$ cat src/rtl/fifo_sr_pkg.sv
// Shared types and helpers for the shared-resource multi-flux FIFO and its drain stage.
// Round-robin search handles up to 32 fluxes.
package fifo_sr_pkg;

    localparam int DEF_DATA_WIDTH = 8;
    localparam int DEF_FLUX       = 2;

    typedef logic [1:0] buf_cnt_t;

    typedef struct packed {
        logic       vld;
        logic [4:0] idx;
    } rr_t;

    function automatic int tag_width(input int flux);
        return (flux > 1) ? $clog2(flux) : 1;
    endfunction

    // First set bit of req at or after ptr, wrapping modulo flux.
    function automatic rr_t rr_next(input logic [31:0] req, input logic [5:0] flux,
                                    input logic [4:0] ptr);
        rr_t        r;
        logic [5:0] c;
        r = '0;
        for (int k = 0; k < 32; k++) begin
            c = {1'b0, ptr} + 6'(k);
            if (c >= flux) c = c - flux;
            if (!r.vld && (6'(k) < flux) && req[c[4:0]]) begin
                r.vld = 1'b1;
                r.idx = c[4:0];
            end
        end
        return r;
    endfunction

endpackage

$ cat src/rtl/fifo_sr_drain_if.sv
// FIFO read-port and per-flux output stream bundle for the drain stage.
interface fifo_sr_drain_if import fifo_sr_pkg::*; #(
    parameter int DATA_WIDTH = DEF_DATA_WIDTH,
    parameter int FLUX       = DEF_FLUX,
    localparam int TAG_WIDTH = tag_width(FLUX)
);
    logic [FLUX-1:0]                 fifo_empty;
    logic [FLUX-1:0]                 fifo_read;
    logic [DATA_WIDTH+TAG_WIDTH-1:0] fifo_dout;
    logic [FLUX-1:0]                 out_valid;
    logic [FLUX-1:0]                 out_ready;
    logic [FLUX*DATA_WIDTH-1:0]      out_data;

    modport master (
        input  fifo_empty, fifo_dout, out_ready,
        output fifo_read, out_valid, out_data
    );

    modport slave (
        output fifo_empty, fifo_dout, out_ready,
        input  fifo_read, out_valid, out_data
    );
endinterface

$ cat src/rtl/flux_out_buf.sv
// Two-entry per-flux output buffer; head entry is always presented on data.
// Push lands on the next edge; pop on valid & ready; simultaneous push/pop keeps order.
module flux_out_buf import fifo_sr_pkg::*; #(
    parameter int DATA_WIDTH = DEF_DATA_WIDTH
) (
    input  logic                  clk,
    input  logic                  rst,
    input  logic                  push,
    input  logic [DATA_WIDTH-1:0] push_data,
    output logic                  valid,
    input  logic                  ready,
    output logic [DATA_WIDTH-1:0] data,
    output buf_cnt_t              count
);
    logic [DATA_WIDTH-1:0] mem0;
    logic [DATA_WIDTH-1:0] mem1;
    logic                  rd_sel;
    logic                  wr_sel;
    logic                  pop;

    assign valid = (count != 2'd0);
    assign pop   = valid & ready;
    assign data  = rd_sel ? mem1 : mem0;

    always_ff @(posedge clk or posedge rst) begin
        if (rst) begin
            mem0   <= '0;
            mem1   <= '0;
            rd_sel <= 1'b0;
            wr_sel <= 1'b0;
            count  <= 2'd0;
        end else begin
            // The write slot never aliases a valid head while count < 2.
            if (push) begin
                if (wr_sel) mem1 <= push_data;
                else        mem0 <= push_data;
                wr_sel <= ~wr_sel;
            end
            if (pop) rd_sel <= ~rd_sel;
            case ({push, pop})
                2'b10:   count <= count + 2'd1;
                2'b01:   count <= count - 2'd1;
                default: count <= count;
            endcase
        end
    end
endmodule

$ cat src/rtl/fifo_sr_drain.sv
// Round-robin drain of the multi-flux FIFO into per-flux 2-entry valid/ready buffers.
// One-cycle FIFO-to-out_valid latency; a full flux buffer only stalls that flux's reads.
module fifo_sr_drain import fifo_sr_pkg::*; #(
    parameter int DATA_WIDTH = DEF_DATA_WIDTH,
    parameter int FLUX       = DEF_FLUX,
    localparam int TAG_WIDTH = tag_width(FLUX)
) (
    input  logic                 clk,
    input  logic                 rst,
    input  logic                 drain_en,
    fifo_sr_drain_if.master      bus,
    output logic                 tag_err,
    output logic [TAG_WIDTH-1:0] err_flux
);
    buf_cnt_t             count [FLUX];
    logic [FLUX-1:0]      elig;
    logic [FLUX-1:0]      grant_vec;
    logic [4:0]           rr_ptr;
    rr_t                  pick;
    logic                 grant;
    logic [TAG_WIDTH-1:0] gidx;
    logic [TAG_WIDTH-1:0] dout_tag;

    // Eligibility looks only at the stored count, so out_ready never reaches fifo_read.
    always_comb begin
        elig = '0;
        for (int i = 0; i < FLUX; i++)
            elig[i] = drain_en && !bus.fifo_empty[i] && (count[i] != 2'd2);
    end

    assign pick      = rr_next(32'(elig), 6'(FLUX), rr_ptr);
    assign grant     = pick.vld && !rst;
    assign gidx      = TAG_WIDTH'(pick.idx);
    assign dout_tag  = bus.fifo_dout[DATA_WIDTH +: TAG_WIDTH];
    assign bus.fifo_read = grant_vec;

    for (genvar i = 0; i < FLUX; i++) begin : g_buf
        assign grant_vec[i] = grant && (pick.idx == 5'(i));

        flux_out_buf #(.DATA_WIDTH(DATA_WIDTH)) u_buf (
            .clk       (clk),
            .rst       (rst),
            .push      (grant_vec[i]),
            .push_data (bus.fifo_dout[DATA_WIDTH-1:0]),
            .valid     (bus.out_valid[i]),
            .ready     (bus.out_ready[i]),
            .data      (bus.out_data[i*DATA_WIDTH +: DATA_WIDTH]),
            .count     (count[i])
        );
    end

    always_ff @(posedge clk or posedge rst) begin
        if (rst) begin
            rr_ptr   <= '0;
            tag_err  <= 1'b0;
            err_flux <= '0;
        end else if (grant) begin
            rr_ptr <= (pick.idx == 5'(FLUX - 1)) ? 5'd0 : pick.idx + 5'd1;
            // Mismatched words are still delivered; only the first offender is recorded.
            if (dout_tag != gidx) begin
                tag_err <= 1'b1;
                if (!tag_err) err_flux <= gidx;
            end
        end
    end
endmodule

$ cat src/flat_wrapper.sv
// flat-port wrapper written by rule: the top's interface ports become plain ports
module fifo_sr_drain_flat import fifo_sr_pkg::*;
#(
    parameter int DATA_WIDTH = DEF_DATA_WIDTH,
    parameter int FLUX       = DEF_FLUX,
    localparam int TAG_WIDTH = tag_width(FLUX)
)
  (clk, rst, drain_en, tag_err, err_flux, bus_fifo_empty, bus_fifo_dout, bus_out_ready, bus_fifo_read, bus_out_valid, bus_out_data);
  fifo_sr_drain_if #(.DATA_WIDTH(DATA_WIDTH), .FLUX(FLUX)) bus_i ();
  input  logic clk;
  input  logic rst;
  input  logic drain_en;
  output logic tag_err;
  output logic [TAG_WIDTH-1:0] err_flux;
  input wire logic [$bits(bus_i.fifo_empty)-1:0] bus_fifo_empty;
  input wire logic [$bits(bus_i.fifo_dout)-1:0] bus_fifo_dout;
  input wire logic [$bits(bus_i.out_ready)-1:0] bus_out_ready;
  output wire logic [$bits(bus_i.fifo_read)-1:0] bus_fifo_read;
  output wire logic [$bits(bus_i.out_valid)-1:0] bus_out_valid;
  output wire logic [$bits(bus_i.out_data)-1:0] bus_out_data;
  assign bus_i.fifo_empty = bus_fifo_empty;
  assign bus_i.fifo_dout = bus_fifo_dout;
  assign bus_i.out_ready = bus_out_ready;
  assign bus_fifo_read = bus_i.fifo_read;
  assign bus_out_valid = bus_i.out_valid;
  assign bus_out_data = bus_i.out_data;
  fifo_sr_drain #(.DATA_WIDTH(DATA_WIDTH), .FLUX(FLUX)) u_core (.clk(clk), .rst(rst), .drain_en(drain_en), .bus(bus_i), .tag_err(tag_err), .err_flux(err_flux));
endmodule
$ cat config.mk
export PLATFORM = sky130hd
export DESIGN_NAME = fifo_sr_drain_flat
export DESIGN_NICKNAME = d
export VERILOG_FILES = /design/src/rtl/fifo_sr_pkg.sv /design/src/rtl/fifo_sr_drain_if.sv /design/src/rtl/flux_out_buf.sv /design/src/rtl/fifo_sr_drain.sv /design/src/flat_wrapper.sv
export SDC_FILE = /design/constraint.sdc
export NUM_CORES = 1
export LEC_CHECK = 0
export CORE_ASPECT_RATIO = 1.1
export CORE_MARGIN = 8
export CORE_UTILIZATION = 54
export DETAILED_ROUTE_END_ITERATION = 12
export PLACE_DENSITY = 0.8
export SLEW_MARGIN = 20
export SYNTH_ARGS = -nofsm -noshare
export SYNTH_HDL_FRONTEND = slang
export SYNTH_SLANG_ARGS = --single-unit
$ cat constraint.sdc
create_clock -name clk -period 3.9 [get_ports clk]
set_input_delay 0.78 -clock clk [delete_from_list [all_inputs] [get_ports clk]]
set_output_delay 0.78 -clock clk [all_outputs]
set_load 0.03 [all_outputs]
# Word-level counts from Yosys, hierarchy flattened

Cells that the tools add are included.

Register bits after elaboration: 47
Input bits: 16
Output and inout bits: 22
Word-level logic and storage cells: 76

Add/subtract/negate cells: 8
Order comparisons: 4
Equal/unequal tests: 8
Muxes and demuxes: 13
Bitwise logic cells: 7
Reductions and logical operators: 23

Operators with widths:

| cell                                                        | count |
|---|---|
| 2-to-1 mux 8 bit                                            | 2 |
| 2-to-1 mux 5 bit                                            | 3 |
| less-than comparator 5 x 6 -> 1 bit (second input constant) | 2 |
| 2-to-1 mux 6 bit                                            | 2 |
| binary-select mux 1 bit (select 5 bit)                      | 2 |
| AND reduction 2 bit                                         | 5 |
| subtractor 5 x 2 -> 5 bit (second input constant)           | 2 |
| logical AND 1 bit                                           | 8 |
| case mux 2 bit (2 select lines)                             | 2 |
| nonzero test 2 bit                                          | 4 |
| adder 5 x 1 -> 6 bit (second input constant)                | 1 |
| >= comparator 6 x 2 -> 1 bit (second input constant)        | 1 |
| adder 5 x 1 -> 5 bit (second input constant)                | 1 |
| == test 5 x 1 -> 1 bit (second input constant)              | 1 |
| >= comparator 5 x 2 -> 1 bit (second input constant)        | 1 |
| logical NOT 5 bit                                           | 1 |
| NOT 1 bit                                                   | 5 |
| adder 2 x 1 -> 2 bit (second input constant)                | 2 |
| == test 2 x 1 -> 1 bit (second input constant)              | 2 |
| == test 2 bit (second input constant)                       | 2 |
| logical NOT 1 bit                                           | 4 |
| != test 2 bit (second input constant)                       | 2 |
| subtractor 2 x 1 -> 2 bit (second input constant)           | 2 |
| AND reduction 3 bit                                         | 1 |
| other kinds (3)                                             | 5 |

# Depth between registers and ports, before layout

Gate-level depths: netlist (run 1).

Word-level depth: 13
Gate-level depth with buffers: 16
Mapped depth without buffers: 16

# Cells and area by module

From an unflattened synthesis (run 1), not the netlist that was laid out.

Cell total of the unflattened synthesis: 211
Area total of the unflattened synthesis: 2,666.3 µm²

Modules (own cells, without submodules):

| module        | instances | cells each | area each (µm²) | sequential area each (µm²) |
|---|---|---|---|---|
| flux_out_buf  | 2         | 59         | 909.6           | 500.5 |
| fifo_sr_drain | 1         | 93         | 847.1           | 175.2 |

# Worst setup path after synthesis (run 1)

OpenSTA, ideal clock, no wires.

Path kind: register to output
From: register u_core.rr_ptr[0]
To: output port bus_fifo_read[1]
Arrival: 2.699 ns
Required time: 3.120 ns
Setup slack: 0.421 ns
Cell stages (with the launch flop): 12
Buffers on the path: 1
Cell sequence: dfrtp_1 inv_1 ha_1 ha_1 xor2_1 xnor2_1 a2bb2oi_1 a2111oi_2 or2_2 ha_1 and3_1 buf_4

RTL lines:

| element                | line                | text |
|---|---|---|
| start, declared        | fifo_sr_drain.sv:18 | `logic [4:0] rr_ptr;` |
| start signal, assigned | fifo_sr_drain.sv:58 | `rr_ptr <= (pick.idx == 5'(FLUX - 1)) ? 5'd0 : pick.idx + 5'd1;` |
| end, declared          | flat_wrapper.sv:18  | `output wire logic [$bits(bus_i.fifo_read)-1:0] bus_fifo_read;` |

==> flow_metrics.py, run 1 <==
metrics = {
    "timing": {
        "post-route-period-util_pct": 95.5,
        "hold_viol": 0,
        "tightest_slew_ns": 0.622,
        "setup_violations": 0,
        "whs_ns": 0.492,
        "fmax_ghz": 0.268,
        "finClkSkew_ns": 0.00630,
        "min_period_ns": 3.73,
        "drv_slew": 0,
        "final.setup.tns_ns": 0,
        "relSlewSlack_pct": 58.6,
    },
    "detailed_routing": {
        "dr.pass1.iters": 4,
        "viasPerCell": 5.39,
        "wire_per_inst_microns": 15.8,
        "routed_wl_microns": 4810,
        "num_vias": 1640,
        "drt_iter0_markers": 47,
        "ant_nets": 0,
        "drcViolationCount": 0,
    },
    "global_routing": {
        "grt_max_degree": 52,
        "grtUsageTotal_pct": 14.5,
        "grt_pass1_wl_microns": 8100,
        "overflow": 0,
        "first_global_vias": 1736,
        "antenna_found_initial": 0,
    },
    "yosys": {
        "synth_seq_area_share_pct": 46.8,
        "synth_warnings": 0,
        "async_reset_ff_share_pct": 100,
        "synth-main-ff-cell": "dfrtp_1",
        "syn_area_sq_um": 2510,
        "synth_seq_cells": 47,
        "syn_inst": 191,
        "ys_types": 39,
        "syn_avg_cell_area_sq_um": 13.2,
        "synth-edff-count": 0,
    },
    "placement": {
        "io_buffers": 37,
        "place.gp.congestion": 0.786,
        "dp_cells": 293,
        "dp_hpwl_microns": 3590,
    },
    "power_and_ir_drop": {
        "irDropWorstVdd_uv": 271,
        "switching_share_pct": 20.4,
        "p_comb_share_pct": 4.7,
        "p_switching_w": 0.000170,
        "power_leakage_nw": 1.58,
        "seq_power_share_pct": 58.1,
        "p_per_area_nw_per_um2": 263,
        "p_clk_share_pct": 37.2,
        "internal_power_w": 0.000667,
    },
    "worst_setup_path": {
        "critical_path.max_fanout": 4,
        "start_kind": "flop",
        "cpPeakStageDelay_ns": 0.40,
        "crit_arrival_ns": 2.95,
        "worstSetupPathType": "reg2out",
        "crit_chain": "inv_1 -> ha_1 -> ha_2 -> xor2_2 -> xnor2_2 -> a2bb2oi_2 -> a2111oi_2 -> or2_2 -> buf_4 -> ha_1 -> and3_1 -> buf_4",
        "critPathCaptureType": "primary output",
        "crit_slowest_cell": "dfrtp_1",
        "required_ns": 3.12,
    },
    "clock_network": {
        "tritoncts": "yes",
        "h-tree-depth": 2,
        "clkLatencyLatePin_ns": 0.29,
        "cts_hold_buf": 0,
        "cts_buffer_depth": 2,
        "cts_root_buf": "clkbuf_8",
        "clkTransAtPathRegs_ns": 0.08,
        "cts_buffers": 5,
        "cts.sinks": 47,
    },
    "run": {
        "drv_cap": 0,
    },
    "die": {
        "design.core.area_sq_um": 4550,
        "ioPinCount": 38,
        "fp-row-count": 26,
        "dieArea_sq_um": 7090,
        "die_h_microns": 87.5,
        "initial_utilization_pct": 55.2,
        "die_width_microns": 81.0,
    },
    "final_layout": {
        "diodes": 0,
        "nNetsFinal": 274,
        "area_growth_pct": 26.8,
        "fin_cells": 304,
        "drive_gt1_share_pct": 39.5,
    },
    "worst_hold_path": {
        "min_path_type": "reg2reg",
    },
    "run_status": {
        "run_status": "completed",
    },
}
[critical path, delay by kind of cell, from the launching register on]
kind / cells / cell delay (ns)
adder cells (fa/ha/maj): 3 / 0.73
AND/OR/NAND/NOR: 2 / 0.52
buffers and inverters: 3 / 0.42
XOR/XNOR: 2 / 0.30
AO/OA/AOI/OAI: 2 / 0.28
flip-flops: 1 / 0.40
[sequential cells by signal, indices dropped and copies added, names as in the netlist]
signal	flops
u_core.g_buf.u_buf.mem0	16
u_core.g_buf.u_buf.mem1	16
u_core.rr_ptr	5
u_core.g_buf.u_buf.count	4
u_core.g_buf.u_buf.rd_sel	2
u_core.g_buf.u_buf.wr_sel	2
u_core.err_flux	1
u_core.tag_err	1
[power by group through the flow]
stage,combinational (W),clock [W],sequential [W]
finish,0.0000391,0.000312,0.000487
global route,0.0000435,0.000338,0.000487
CTS,0.0000393,0.000316,0.000487
detailed placement,0.0000392,0,0.000497
global placement,0.0000389,0,0.000497
floorplan,0.0000143,0,0.000497
[synthesized netlist by cell type (all sizes together), types with 2 or more instances]
master | n | area [sq um]
nand4b | 3 | 26.3
nor2 | 3 | 11.3
conb | 2 | 7.51
nand2 | 3 | 11.3
a2bb2oi | 2 | 23.8
xnor2 | 7 | 61.3
nor4b | 4 | 65.1
o21ai | 5 | 25.0
dfrtp | 47 | 1180
nor3b | 2 | 15.0
ha | 11 | 138
o31ai | 4 | 43.8
or2 | 3 | 18.8
nor2b | 2 | 12.5
inv | 8 | 30.0
and3 | 3 | 18.8
mux2 | 49 | 552
xor2 | 8 | 70.1
buf | 5 | 41.3
and2 | 4 | 25.0
clkbuf | 3 | 11.3
[final cells by class]
type	count	area, sq um
sequential	47	1180
timing repair buffer	56	505
multi-input combinational	129	1300
tap	56	70.1
clock buffer	8	100
inverter	8	30.0
fill	340	1370
[kinds of logic (layout without fill, tap and decap cells)]
kind of cell / count (synthesis) / in the layout / share of synthesized area (%)
other: 2 / 3 / 0.299
AO/OA/AOI/OAI: 16 / 16 / 5.68
adder cells (fa/ha/maj): 11 / 11 / 5.48
XOR/XNOR: 15 / 15 / 5.23
multiplexers: 50 / 50 / 22.4
flip-flops: 47 / 47 / 46.8
buffers and inverters: 16 / 72 / 3.29
AND/OR/NAND/NOR: 34 / 34 / 10.9
[through the flow]
| stage | utilization [%] | cell area (sq um) | setup WS, ns | power [W] |
|---|---|---|---|---|
| after global placement | 66.3 | 3020 | -0.158 | 0.000535 |
| after detailed placement | 66.3 | 3020 | -0.242 | 0.000536 |
| final | 70.0 | 3190 | 0.174 | 0.000838 |
| after CTS | 68.6 | 3120 | 0.0312 | 0.000842 |
| after global routing | 70.0 | 3190 | -0.0161 | 0.000869 |
| after floorplan | - | 2520 | 0.421 | 0.000511 |
[path summary, 6_finish.rpt]
kind,from,to,slack [ns],depth (start not counted)
min,u_core.g_buf[1].u_buf.mem0[5],u_core.g_buf[1].u_buf.mem0[5],0.49,1
min reg2reg,u_core.g_buf[1].u_buf.mem0[5],u_core.g_buf[1].u_buf.mem0[5],0.49,1
min in group asynchronous,rst,u_core.g_buf[1].u_buf.mem1[0],1.17,4
max reg2reg,u_core.rr_ptr[0],u_core.g_buf[0].u_buf.mem0[2],0.57,14
max,u_core.rr_ptr[0],bus_fifo_read[1],0.17,12
max in group asynchronous,rst,u_core.rr_ptr[1],2.29,4
[layout by cell type (no fill, tap or decap), types with 4 or more instances in the layout]
master	count
clkdlybuf4s50_1	35
ha_1	9
mux2_2	48
and2_1	4
xnor2_1	5
buf_4	20
inv_1	7
xor2_1	7
o21ai_0	5
dfrtp_1	46
clkbuf_8	7
[metal layers]
| layer | GRT usage [%] | wire length (microns) | vias to the layer above |
|---|---|---|---|
| met3 | 3.39 | 158 | 4 |
| met4 | 3.90 | 40 | 0 |
| li1 | - | - | 790 |
| met5 | 0 | 0 | - |
| met1 | 18.4 | 2220 | 818 |
| met2 | 23.9 | 2390 | 28 |
[what timing repair did]
action                                  4_1_cts  5_1_grt
setup buffers                                 0        3
pin swaps                                     0        3
endpoints found under the setup margin        1        2
gates resized for setup                       3       11
Note: power is estimated with default switching activity, not from simulation.
==> run 2, diff against run 1 <==
Settings changed: CORE_UTILIZATION 54 to 35, PLACE_DENSITY 0.8 to unset.
==> run 2 against run 1 <==
Compared with the run above:
- non-clock buffer count decreased by 1
- register-to-register slack improved by 0.08 ns
- largest power group unchanged
- worst hold slack worse by 0.011 ns
- critical path type unchanged
- power up 13%
- flip-flop and latch count is the same
- highest routed layer unchanged
==> flow_metrics.py, run 2 (synthesis gave the netlist of run 1 again) <==
metrics = {
    "timing": {
        "relSlewSlack_pct": 57.6,
        "drv_slew": 0,
        "min_period_ns": 3.75,
        "tightest_slew_ns": 0.636,
        "post-route-period-util_pct": 96.3,
        "hold_viol": 0,
        "fmax_ghz": 0.266,
        "setup_violations": 0,
        "setup_slack_ns": 0.146,
        "rsz0062_at_grt": "true",
        "finClkSkew_ns": 0.0100,
    },
    "final_layout": {
        "fill_cells": 629,
        "area_growth_pct": 29.6,
        "drive_gt1_share_pct": 40.1,
        "nNetsFinal": 273,
        "multi_input_area_sq_um": 1310,
        "final_cell_mix": "mux2_2 (48), dfrtp_1 (45), clkdlybuf4s50_1 (35)",
        "final_area_sq_um": 3260,
        "regArea_sq_um": 1180,
        "diodes": 0,
        "fin_cells": 332,
        "final_common_cell": "mux2_2",
        "reg_top3": "u_core.g_buf.u_buf.mem0: 16 flops, u_core.g_buf.u_buf.mem1: 16 flops, u_core.rr_ptr: 5 flops",
    },
    "detailed_routing": {
        "wire_per_inst_microns": 15.6,
        "ant_nets": 0,
        "drcViolationCount": 0,
        "routed_wl_microns": 5170,
        "num_vias": 1611,
        "dr.pass1.iters": 4,
        "viasPerCell": 4.85,
        "drt_iter0_markers": 51,
    },
    "die": {
        "die_width_microns": 96.8,
        "fp-row-count": 32,
        "design.core.area_sq_um": 7010,
        "dieArea_sq_um": 10100,
        "ioPinCount": 38,
        "die_h_microns": 105,
        "initial_utilization_pct": 35.9,
    },
    "worst_setup_path": {
        "crit_arrival_ns": 2.97,
        "crit_chain": "ha_4 -> xnor2_2 -> ha_1 -> xor2_1 -> xnor2_1 -> a2bb2oi_2 -> a2111oi_2 -> or2_2 -> buf_4 -> ha_1 -> and3_2 -> buf_4",
        "required_ns": 3.12,
        "start_kind": "flop",
        "critical_path.max_fanout": 4,
        "critPathCaptureType": "primary output",
        "worstSetupPathType": "reg2out",
        "crit_family": "adder cells",
        "critPathBufInv": 2,
        "cpPeakStageDelay_ns": 0.47,
        "crit_slowest_cell": "dfrtp_2",
    },
    "clock_network": {
        "cts_buffer_depth": 2,
        "clkLatencyLatePin_ns": 0.30,
        "cts_buffers": 5,
        "tritoncts": "yes",
        "cts_root_buf": "clkbuf_8",
        "cts_hold_buf": 0,
        "clkTransAtPathRegs_ns": 0.09,
        "cts.sinks": 47,
        "h-tree-depth": 2,
    },
    "global_routing": {
        "antenna_found_initial": 0,
        "grt_use_met1_pct": 12.4,
        "gr-max-usage-layer": "met2",
        "grt_max_degree": 52,
        "grt_pass1_wl_microns": 8710,
        "grtUsageMet2_pct": 17.3,
        "first_global_vias": 1727,
        "grtUsageTotal_pct": 10.2,
        "overflow": 0,
        "met3_usage_pct": 2.77,
    },
    "placement": {
        "place.gp.congestion": 0.672,
        "io_buffers": 37,
        "dp_hpwl_microns": 3770,
        "pre_cts_slack_ns": -0.225,
        "placed_area_sq_um": 3060,
        "dp_cells": 322,
    },
    "power_and_ir_drop": {
        "power_leakage_nw": 1.58,
        "power_w": 0.000947,
        "p_per_area_nw_per_um2": 291,
        "irDropWorstVdd_uv": 234,
    },
    "run": {
        "drv_cap": 0,
    },
    "run_status": {
        "run_status": "completed",
    },
    "worst_hold_path": {
        "min_path_type": "reg2reg",
    },
}
==> run 2: cell type report <==
| cell class | count | share of cell area [%] |
|---|---|---|
| clock buffers | 5 | 2.11 |
| clock inverters | 3 | 2.08 |
| inverters | 8 | 0.922 |
| multi-input cells | 129 | 40.1 |
| flip-flops and latches | 47 | 36.2 |
| well taps | 85 | 3.27 |
| repair buffers | 55 | 15.3 |
==> run 2: what timing repair did <==
action	in CTS	in global routing
gates resized for setup	3	13
setup endpoints to repair	1	2
setup buffers	0	2
pin swaps	0	4
hold endpoints to repair	0	0
==> run 2: power by group <==
part | switching (W) | internal, W | leakage, nW | total (W)
Sequential | 0 | 0.000487 | 0.645 | 0.000487
Combinational | 0.0000208 | 0.0000185 | 0.869 | 0.0000393
Clock | 0.000165 | 0.000256 | 0.0644 | 0.000420
==> run 2: worst register-to-register path, delay by kind of cell (launching register included) <==
family / cells / cell delay [ns]
mux: 1 / 0.35
compound gates: 1 / 0.22
simple gates: 4 / 1.01
buf+inv: 5 / 0.74
flops: 1 / 0.47
fa+ha+maj: 2 / 0.35
==> run 2: per-layer routing <==
layer,share of wire [%],up-vias
met2,48,25
met3,3.5,2
met5,0,-
met1,48,802
met4,0.23,0
li1,-,782
==> run 2: metrics by stage <==
stage	setup TNS (ns)	hold slack, ns	utilization (%)
floorplan	0	0.447	-
global placement	-0.176	0.466	43.6
detailed placement	-0.225	0.471	43.6
CTS	0	0.483	45.6
global route	-0.0378	0.508	46.5
finish	0	0.480	46.5
==> run 2: final timing paths <==
check	from	endpoint	slack, ns	depth (start not counted)
setup / recovery	u_core.rr_ptr[1]	bus_fifo_read[1]	0.15	12
hold / removal	u_core.g_buf[0].u_buf.count[1]	u_core.g_buf[0].u_buf.count[1]	0.48	1
setup reg to reg	u_core.rr_ptr[1]	u_core.g_buf[1].u_buf.mem0[2]	0.65	13
hold reg to reg	u_core.g_buf[0].u_buf.count[1]	u_core.g_buf[0].u_buf.count[1]	0.48	1
max in group asynchronous	rst	u_core.rr_ptr[1]	2.27	4
min in group asynchronous	rst	u_core.g_buf[0].u_buf.mem0[0]	1.18	4
